<file path="src/rtl/cpu_clk_ctrl.sv">
// cpu_clk_ctrl: clock-enable sequencer (RUN/HALT/STEP) for the SoC core; optional CPU_CE_COUNT_EN adds ce_count
module cpu_clk_ctrl #(
  parameter int DIV_WIDTH = 21,
  parameter int DB_WIDTH  = 16,
  parameter int DB_CYCLES = 40000,
  parameter int START_RUN = 1
) (
  input  logic                 clk,
  input  logic                 rst_n,
  input  logic                 btn_run_raw,
  input  logic                 btn_step_raw,
  input  logic [DIV_WIDTH-1:0] div_max,
  output logic                 cpu_ce,
  output logic                 running
`ifdef CPU_CE_COUNT_EN
  ,
  output logic [15:0]          ce_count
`endif
);
  typedef enum logic [1:0] {S_RUN, S_HALT, S_STEP} state_t;
  localparam state_t RESET_STATE = (START_RUN != 0) ? S_RUN : S_HALT;
  localparam logic [DB_WIDTH-1:0] DB_LAST = DB_WIDTH'(DB_CYCLES - 1);
  // bit 0 = run button, bit 1 = step button
  logic [1:0]          sync1, sync2, db, press;
  logic [DB_WIDTH-1:0] db_cnt [2];
  state_t              state, state_next;
  logic [DIV_WIDTH-1:0] div_cnt, div_cnt_next;
  logic                ce_next;
  logic                run_ev, step_ev;
  assign run_ev  = press[0];
  assign step_ev = press[1];
  // two-flop synchronisers, debounce counters and one-cycle press pulses
  always_ff @(posedge clk or negedge rst_n)
    if (!rst_n) begin
      sync1     <= '0;
      sync2     <= '0;
      db        <= '0;
      press     <= '0;
      db_cnt[0] <= '0;
      db_cnt[1] <= '0;
    end else begin
      sync1 <= {btn_step_raw, btn_run_raw};
      sync2 <= sync1;
      for (int i = 0; i < 2; i++) begin
        press[i] <= 1'b0;
        if (sync2[i] == db[i])
          db_cnt[i] <= '0;
        else if (db_cnt[i] == DB_LAST) begin
          db[i]     <= sync2[i];
          db_cnt[i] <= '0;
          press[i]  <= sync2[i];
        end else
          db_cnt[i] <= db_cnt[i] + DB_WIDTH'(1);
      end
    end
  // next state, divider and enable; a run press beats both a pending tick and a step
  always_comb begin
    state_next   = state;
    ce_next      = 1'b0;
    div_cnt_next = '0;
    case (state)
      S_RUN:
        if (run_ev)
          state_next = S_HALT;
        else begin
          ce_next      = div_cnt >= div_max;
          div_cnt_next = ce_next ? '0 : div_cnt + DIV_WIDTH'(1);
        end
      S_HALT: begin
        state_next = run_ev ? S_RUN : step_ev ? S_STEP : S_HALT;
        ce_next    = step_ev && !run_ev;
      end
      S_STEP:
        state_next = S_HALT;
      default:
        state_next = S_HALT;
    endcase
  end
  // state, divider and registered outputs
  always_ff @(posedge clk or negedge rst_n)
    if (!rst_n) begin
      state   <= RESET_STATE;
      div_cnt <= '0;
      cpu_ce  <= 1'b0;
      running <= (START_RUN != 0);
    end else begin
      state   <= state_next;
      div_cnt <= div_cnt_next;
      cpu_ce  <= ce_next;
      running <= state_next == S_RUN;
    end
`ifdef CPU_CE_COUNT_EN
  // pulse counter trailing cpu_ce by one cycle
  always_ff @(posedge clk or negedge rst_n)
    if (!rst_n)
      ce_count <= '0;
    else
      ce_count <= ce_count + {15'd0, cpu_ce};
`endif
endmodule

</file>
<file path="config.mk">
export PLATFORM = sky130hd
export DESIGN_NAME = cpu_clk_ctrl
export DESIGN_NICKNAME = d
export VERILOG_FILES = /design/src/rtl/cpu_clk_ctrl.sv
export SDC_FILE = /design/constraint.sdc
export NUM_CORES = 1
export LEC_CHECK = 0
export CORE_ASPECT_RATIO = 0.9
export CORE_MARGIN = 3
export CORE_UTILIZATION = 50
export CTS_CLUSTER_DIAMETER = 60
export DETAILED_ROUTE_END_ITERATION = 8
export PLACE_DENSITY_LB_ADDON = 0.15
export SETUP_SLACK_MARGIN = 0.5
export SLEW_MARGIN = 20
export SYNTH_ARGS = -nofsm -noshare
export SYNTH_HDL_FRONTEND = slang
export SYNTH_SLANG_ARGS = --single-unit
export TNS_END_PERCENT = 30
</file>
<file path="constraint.sdc">
create_clock -name clk -period 2.58 [get_ports clk]
set_clock_uncertainty 0.15 [all_clocks]
set_input_delay 0.387 -clock clk [delete_from_list [all_inputs] [get_ports clk]]
set_output_delay 0.387 -clock clk [all_outputs]
set_load 0.01 [all_outputs]
</file>
* After elaboration in Yosys (flattened, before gate mapping)
Cells that the tools add are included.
W data, S select, Z words.
** Word-level totals
- Output and inout port bits :: 2
- Register bits after elaboration :: 65
- Bits of input ports :: 25
- Logic and storage cells :: 45
** Operators by class
- Equality and inequality tests :: 5
- Mux-type cells :: 17
- Bitwise operators :: 2
- Add/subtract/negate cells :: 3
- Reduce and logical (&&, ||, !) cells :: 6
- Order comparisons :: 1
** Operators by type and width (count)
- $mux W16 :: 4
- $mux W21 :: 3
- $add A16 B1 Y16 const B :: 2
- $eq A16 B16 Y1 const B :: 2
- $add A21 B1 Y21 const B :: 1
- $ge A21 B21 Y1 :: 1
- $mux W2 :: 3
- $mux W1 :: 5
- $logic_not A2 Y1 :: 2
- $pmux W2 S2 :: 1
- $reduce_and A2 Y1 :: 2
- $eq A1 B1 Y1 :: 2
- $eq A2 B1 Y1 const B :: 1
- $not A1 Y1 :: 2
- $pmux W1 S2 :: 1
- $logic_and A1 B1 Y1 :: 1
- $logic_not A1 Y1 :: 1

* Logic depth before layout (Yosys ltp)
- Word-level depth :: 4
- Gate-level depth with buffers :: 8
- Mapped depth without buffers :: 7

* Worst setup path after synthesis
OpenSTA, ideal clock, no wires.
- Path type :: register to register
- Start point :: register div_cnt[6]
- End point :: register div_cnt[11]
- Clock period less this slack :: 1956 ps
- Stages on the path, launching flop included :: 8
- Slack :: 624 ps
- Data arrival time :: 1687 ps
- Setup time :: 119 ps
- Path buffers :: 1
- Required time :: 2311 ps
- Path through :: dfrtp_1 -> ha_1 -> a21oi_1 -> o21ai_0 -> o2111ai_1 -> o2111ai_2 -> buf_4 -> nor2_1
** On the way
- Cells in the longest elaborated chain, start to end :: 4
- Elaborated cells between the ends (all ways) :: 5
- Classes of those cells :: add/sub (1); order compare (1); mux (3)
** Ends and longest elaborated chain
- start: declaration :: line 27 : logic [DIV_WIDTH-1:0] div_cnt, div_cnt_next;
- start signal: assignment :: line 88 : div_cnt <= div_cnt_next;
- $add A21 B1 Y21 or $ge A21 B21 Y1 (tied branches) :: line 67, 66
- $mux W21 * :: line 67 : div_cnt_next = ce_next ? '0 : div_cnt + DIV_WIDTH'(1);
- $mux W21 * :: line 63 : if (run_ev)
- $mux W21 * :: line 61 : case (state)
- net div_cnt_next[11] :: line 27
The timed path passes the listed nets; every way through them passes the cells marked *.
A chain may end at the register's enable or synchronous reset.

* Worst setup path in the final report
- Start point :: input div_max[14]
- End point :: register div_cnt[18]
** On the way
- Cells in the longest elaborated chain, start to end :: 4
** Ends and longest elaborated chain
- start: declaration :: line 12 : input logic [DIV_WIDTH-1:0] div_max,
- $ge A21 B21 Y1 :: line 66 : ce_next = div_cnt >= div_max;
- $mux W21 :: line 67
- $mux W21 :: line 63
- $mux W21 :: line 61
- net div_cnt_next[18] :: line 27
The timed path passes the listed nets, and every way through them passes these cells.

==> summary.txt <==
Outcome
  – Status: completed

Die
  – Width of the die: about 94 um
  – Die area: 0.00804 mm2
  – I/O pin cnt: 27
  – Num rows: 28
  – Core Region: 0.00669 mm2
  – Die span in y: between 80 and 90 um
  – Initial Utilization: 0.523

Timing
  – WHS: around 0.20 ns
  – Final WS setup: a little over 0.4 ns
  – Final Max Slew Viols: 0
  – Final period util: 0.843
  – RSZ-0062 raised after global routing: yes
  – Final Setup Violations: 0
  – Least-Margin Pin Slew: 0.500 ns
  – Slew HR: 0.662
  – Fmax: 460 MHz
  – Final hold violations: 0
  – Final min period: 2.17 ns

Clocking
  – CTS max path bufs: 2
  – H-tree levels: 3
  – Total CTS buffers: 9
  – CTS tree: built
  – Reg clk slew, reported paths: 0.08 ns
  – Clk_lat worst skew: 0.33 ns
  – CTS Sinks: 65
  – Clk root buf: clkbuf_8

Synthesis
  – Register bit total from synthesis: 65
  – Asr flop ratio synth: 1.00
  – Syn Area/Cell: 9.89 um2
  – Post-Synthesis Cells: between 300 and 400
  – Largest area contributor in the netlist: dfrtp_1
  – Main flop type after synthesis: dfrtp_1
  – Yosys top cell area share: 0.457
  – Post-synthesis cell area: 0.00350 mm2
  – Top post-synthesis cells by area: dfrtp_1, ha_1, xor2_1, nor2_1, xnor2_1
  – Mapped Nets: 403
  – Synth unique cells: between 40 and 50
  – Post-synth EDFFs: 0
  – Syn. warnings: 0
  – Sequential-to-total area share from yosys stat: 0.465

Worst setup path
  – Slowest stage delay, CP: 0.48 ns
  – Number of buffer and inverter stages on the critical path: 3
  – CP most frequent cell: o2111ai_4
  – R2R depth: 7
  – Startpoint types: primary input
  – CP Data Required Time: between 2 and 3 ns
  – R2r endpoint: div_cnt[18]
  – CP Cell Sequence: clkdlybuf4s50_1 > inv_1 > ha_4 > nand2_2 > nor3_4 > o2111ai_4 > o2111ai_4 > buf_6 > nor2_2
  – Reg2Reg Setup Slack: roughly 0.44 ns
  – Kind of critical path: primary input to flop
  – Reg2reg start: div_cnt[20]
  – Worst EP arrival: 2.24 ns
  – Slowest CP cell: clkdlybuf4s50_1
  – CP delay by family, top: buffers and inverters
  – Crit end category: flop
  – Crit-path max FO: 6

GRT
  – Gr ovfl total: 0
  – Vias in the first global route: 2522
  – Pin count of the biggest net entering global routing: 36
  – Gr usage total: 0.176
  – Wire length of the first global-routing pass: ~11000 um
  – Initial antenna violation count: 0

Power and ir drop
  – PD cells: 477 mW/mm2
  – Static leakage: 2.04 nW
  – Peak VDD IR: 0.000270 V

Final layout
  – Fill cells: 545
  – Synth-to-Final Area Change: 28.2%
  – Area of the multi-input gates: 0.00203 mm2
  – Share of layout cells above drive strength 1: 0.244
  – Register area: 0.00163 mm2
  – Nets@finish: 453
  – Antenna diodes: 0

Placement
  – Placer's final routability congestion estimate: about 0.81
  – Post-DP HPWL: around 4600 um
  – Place WS: -0.0951 ns
  – Port bufs: 26

Worst hold path
  – Hold path cells: 0
  – Hold wc startpoint: sync1[1]
  – Min-Delay Path Class: flop to flop
  – Hold EP: sync2[1]

Routing
  – Vias per cell: 5.09
  – Iteration-0 DRC Markers: 41
  – WL final: 6740 um
  – Antenna viol nets, final: 0
  – # DRC: 0
  – Routed wire length per instance: 13.5 um
  – Pre-antenna DRT Iters: 4
  – Via count: 2541

Job
  – Max_cap viols: 0
==> what timing repair did <==
| action | CTS | global route |
|---|---|---|
| endpoints found under the setup margin | 22 | 37 |
| cloned | 0 | 0 |
| hold buffers | 1 | 0 |
| setup buffers | 3 | 8 |
| gates resized for setup | 47 | 30 |
| pin swaps | 26 | 15 |
| endpoints found under the hold margin | 64 | 0 |
==> cell usage after synthesis (2+ instances only) <==
master	number
a21oi_1	9
nor4_1	3
mux2_2	2
dfrtp_1	64
and3_1	8
nor3_1	6
nand3_1	16
and4_1	2
o21ai_0	5
buf_4	4
nor2_2	3
nand2_1	29
and4b_1	2
inv_1	28
nor4b_1	2
xnor2_1	19
or2_1	2
xor2_1	30
nand4_1	12
nor2_1	62
ha_1	24
==> cell families (layout without fill, tap and decap cells) <==
| family | count (synthesis) | after routing | share of synthesized area |
|---|---|---|---|
| AND/OR/NAND/NOR | 160 | 160 | 0.241 |
| flip-flops | 65 | 65 | 0.465 |
| XOR/XNOR | 49 | 49 | 0.123 |
| buffers and inverters | 34 | 89 | 0.0432 |
| adder cells (fa/ha/maj) | 24 | 24 | 0.0858 |
| AO/OA/AOI/OAI | 20 | 20 | 0.0357 |
| multiplexers | 2 | 2 | 0.00643 |
==> routing by layer <==
metal / GRT usage / wire length (um) / vias to the layer above
met2: 0.291 / 3380 / 26
met1: 0.227 / 3100 / 1224
met4: 0.0433 / 44 / 0
met5: 0 / 0 / -
li1: - / - / 1285
met3: 0.0514 / 218 / 6
==> power by group <==
group	total, mW	switching [mW]	leakage, nW	internal [mW]
registers	1.07	0.0323	0.870	1.04
logic	0.224	0.112	1.08	0.112
clock network	0.843	0.393	0.0929	0.449
total	2.14	0.538	2.04	1.60
==> area by class of cell <==
class,count,area share
Timing Repair Buffer,45,0.0917
Inverter,28,0.0234
Clock inverter,6,0.0151
Sequential cell,65,0.364
Tap cell,90,0.0251
Clock buffer,10,0.0284
Multi-Input combinational cell,255,0.452
==> how the worst max path moves through the flow <==
stage | from | endpoint | slack (ns) | cells after the start
global placement | div_max[20] | div_cnt[15] | -0.07 | 9
CTS | div_cnt[3] | div_cnt[2] | 0.44 | 7
global route | div_cnt[20] | div_cnt[11] | 0.33 | 7
floorplan | div_cnt[6] | div_cnt[11] | 0.62 | 7
detailed placement | div_max[20] | div_cnt[18] | -0.1 | 9
finish | div_max[14] | div_cnt[18] | 0.41 | 9
==> cells in the final DEF, fill, tap and decap left out, types with 2 or more instances in the layout <==
master / count
dlymetal6s2s_1: 2
and4_1: 2
buf_6: 4
and3_1: 7
nand3_1: 16
nor2_2: 12
and4b_1: 2
dfrtp_2: 4
nor4b_4: 2
mux2_2: 2
xnor2_1: 19
o21ai_0: 3
nor4b_1: 2
inv_2: 6
a21oi_4: 2
clkbuf_8: 9
clkinvlp_4: 2
or2_2: 2
nor4_1: 3
nor3_1: 6
ha_1: 13
ha_4: 11
buf_4: 14
dlygate4sd2_1: 7
clkdlybuf4s50_1: 16
nor2_1: 47
inv_1: 22
o2111ai_4: 2
nand2_2: 4
a21oi_1: 5
nor2_4: 7
xor2_1: 30
nand4_1: 12
nand2_1: 25
a21oi_2: 2
dfrtp_1: 60
==> metrics by stage <==
stage	util	area [um2]	total power [mW]	instances	setup TNS [ns]
CTS	0.641	4290	2.14	491	0
global placement	0.579	3870	1.25	471	-1.38
floorplan	-	3500	1.17	354	0
detailed placement	0.579	3870	1.25	471	-1.80
finish	0.671	4490	2.14	499	0
global route	0.671	4490	2.25	499	0
==> state kept, by name, indices dropped and copies added (netlist names) <==
register,cells
running,1
sync1,2
db_cnt,32
sync2,2
state,2
cpu_ce,1
div_cnt,21
db,2
press,2
(Power assumes the default switching activity.)
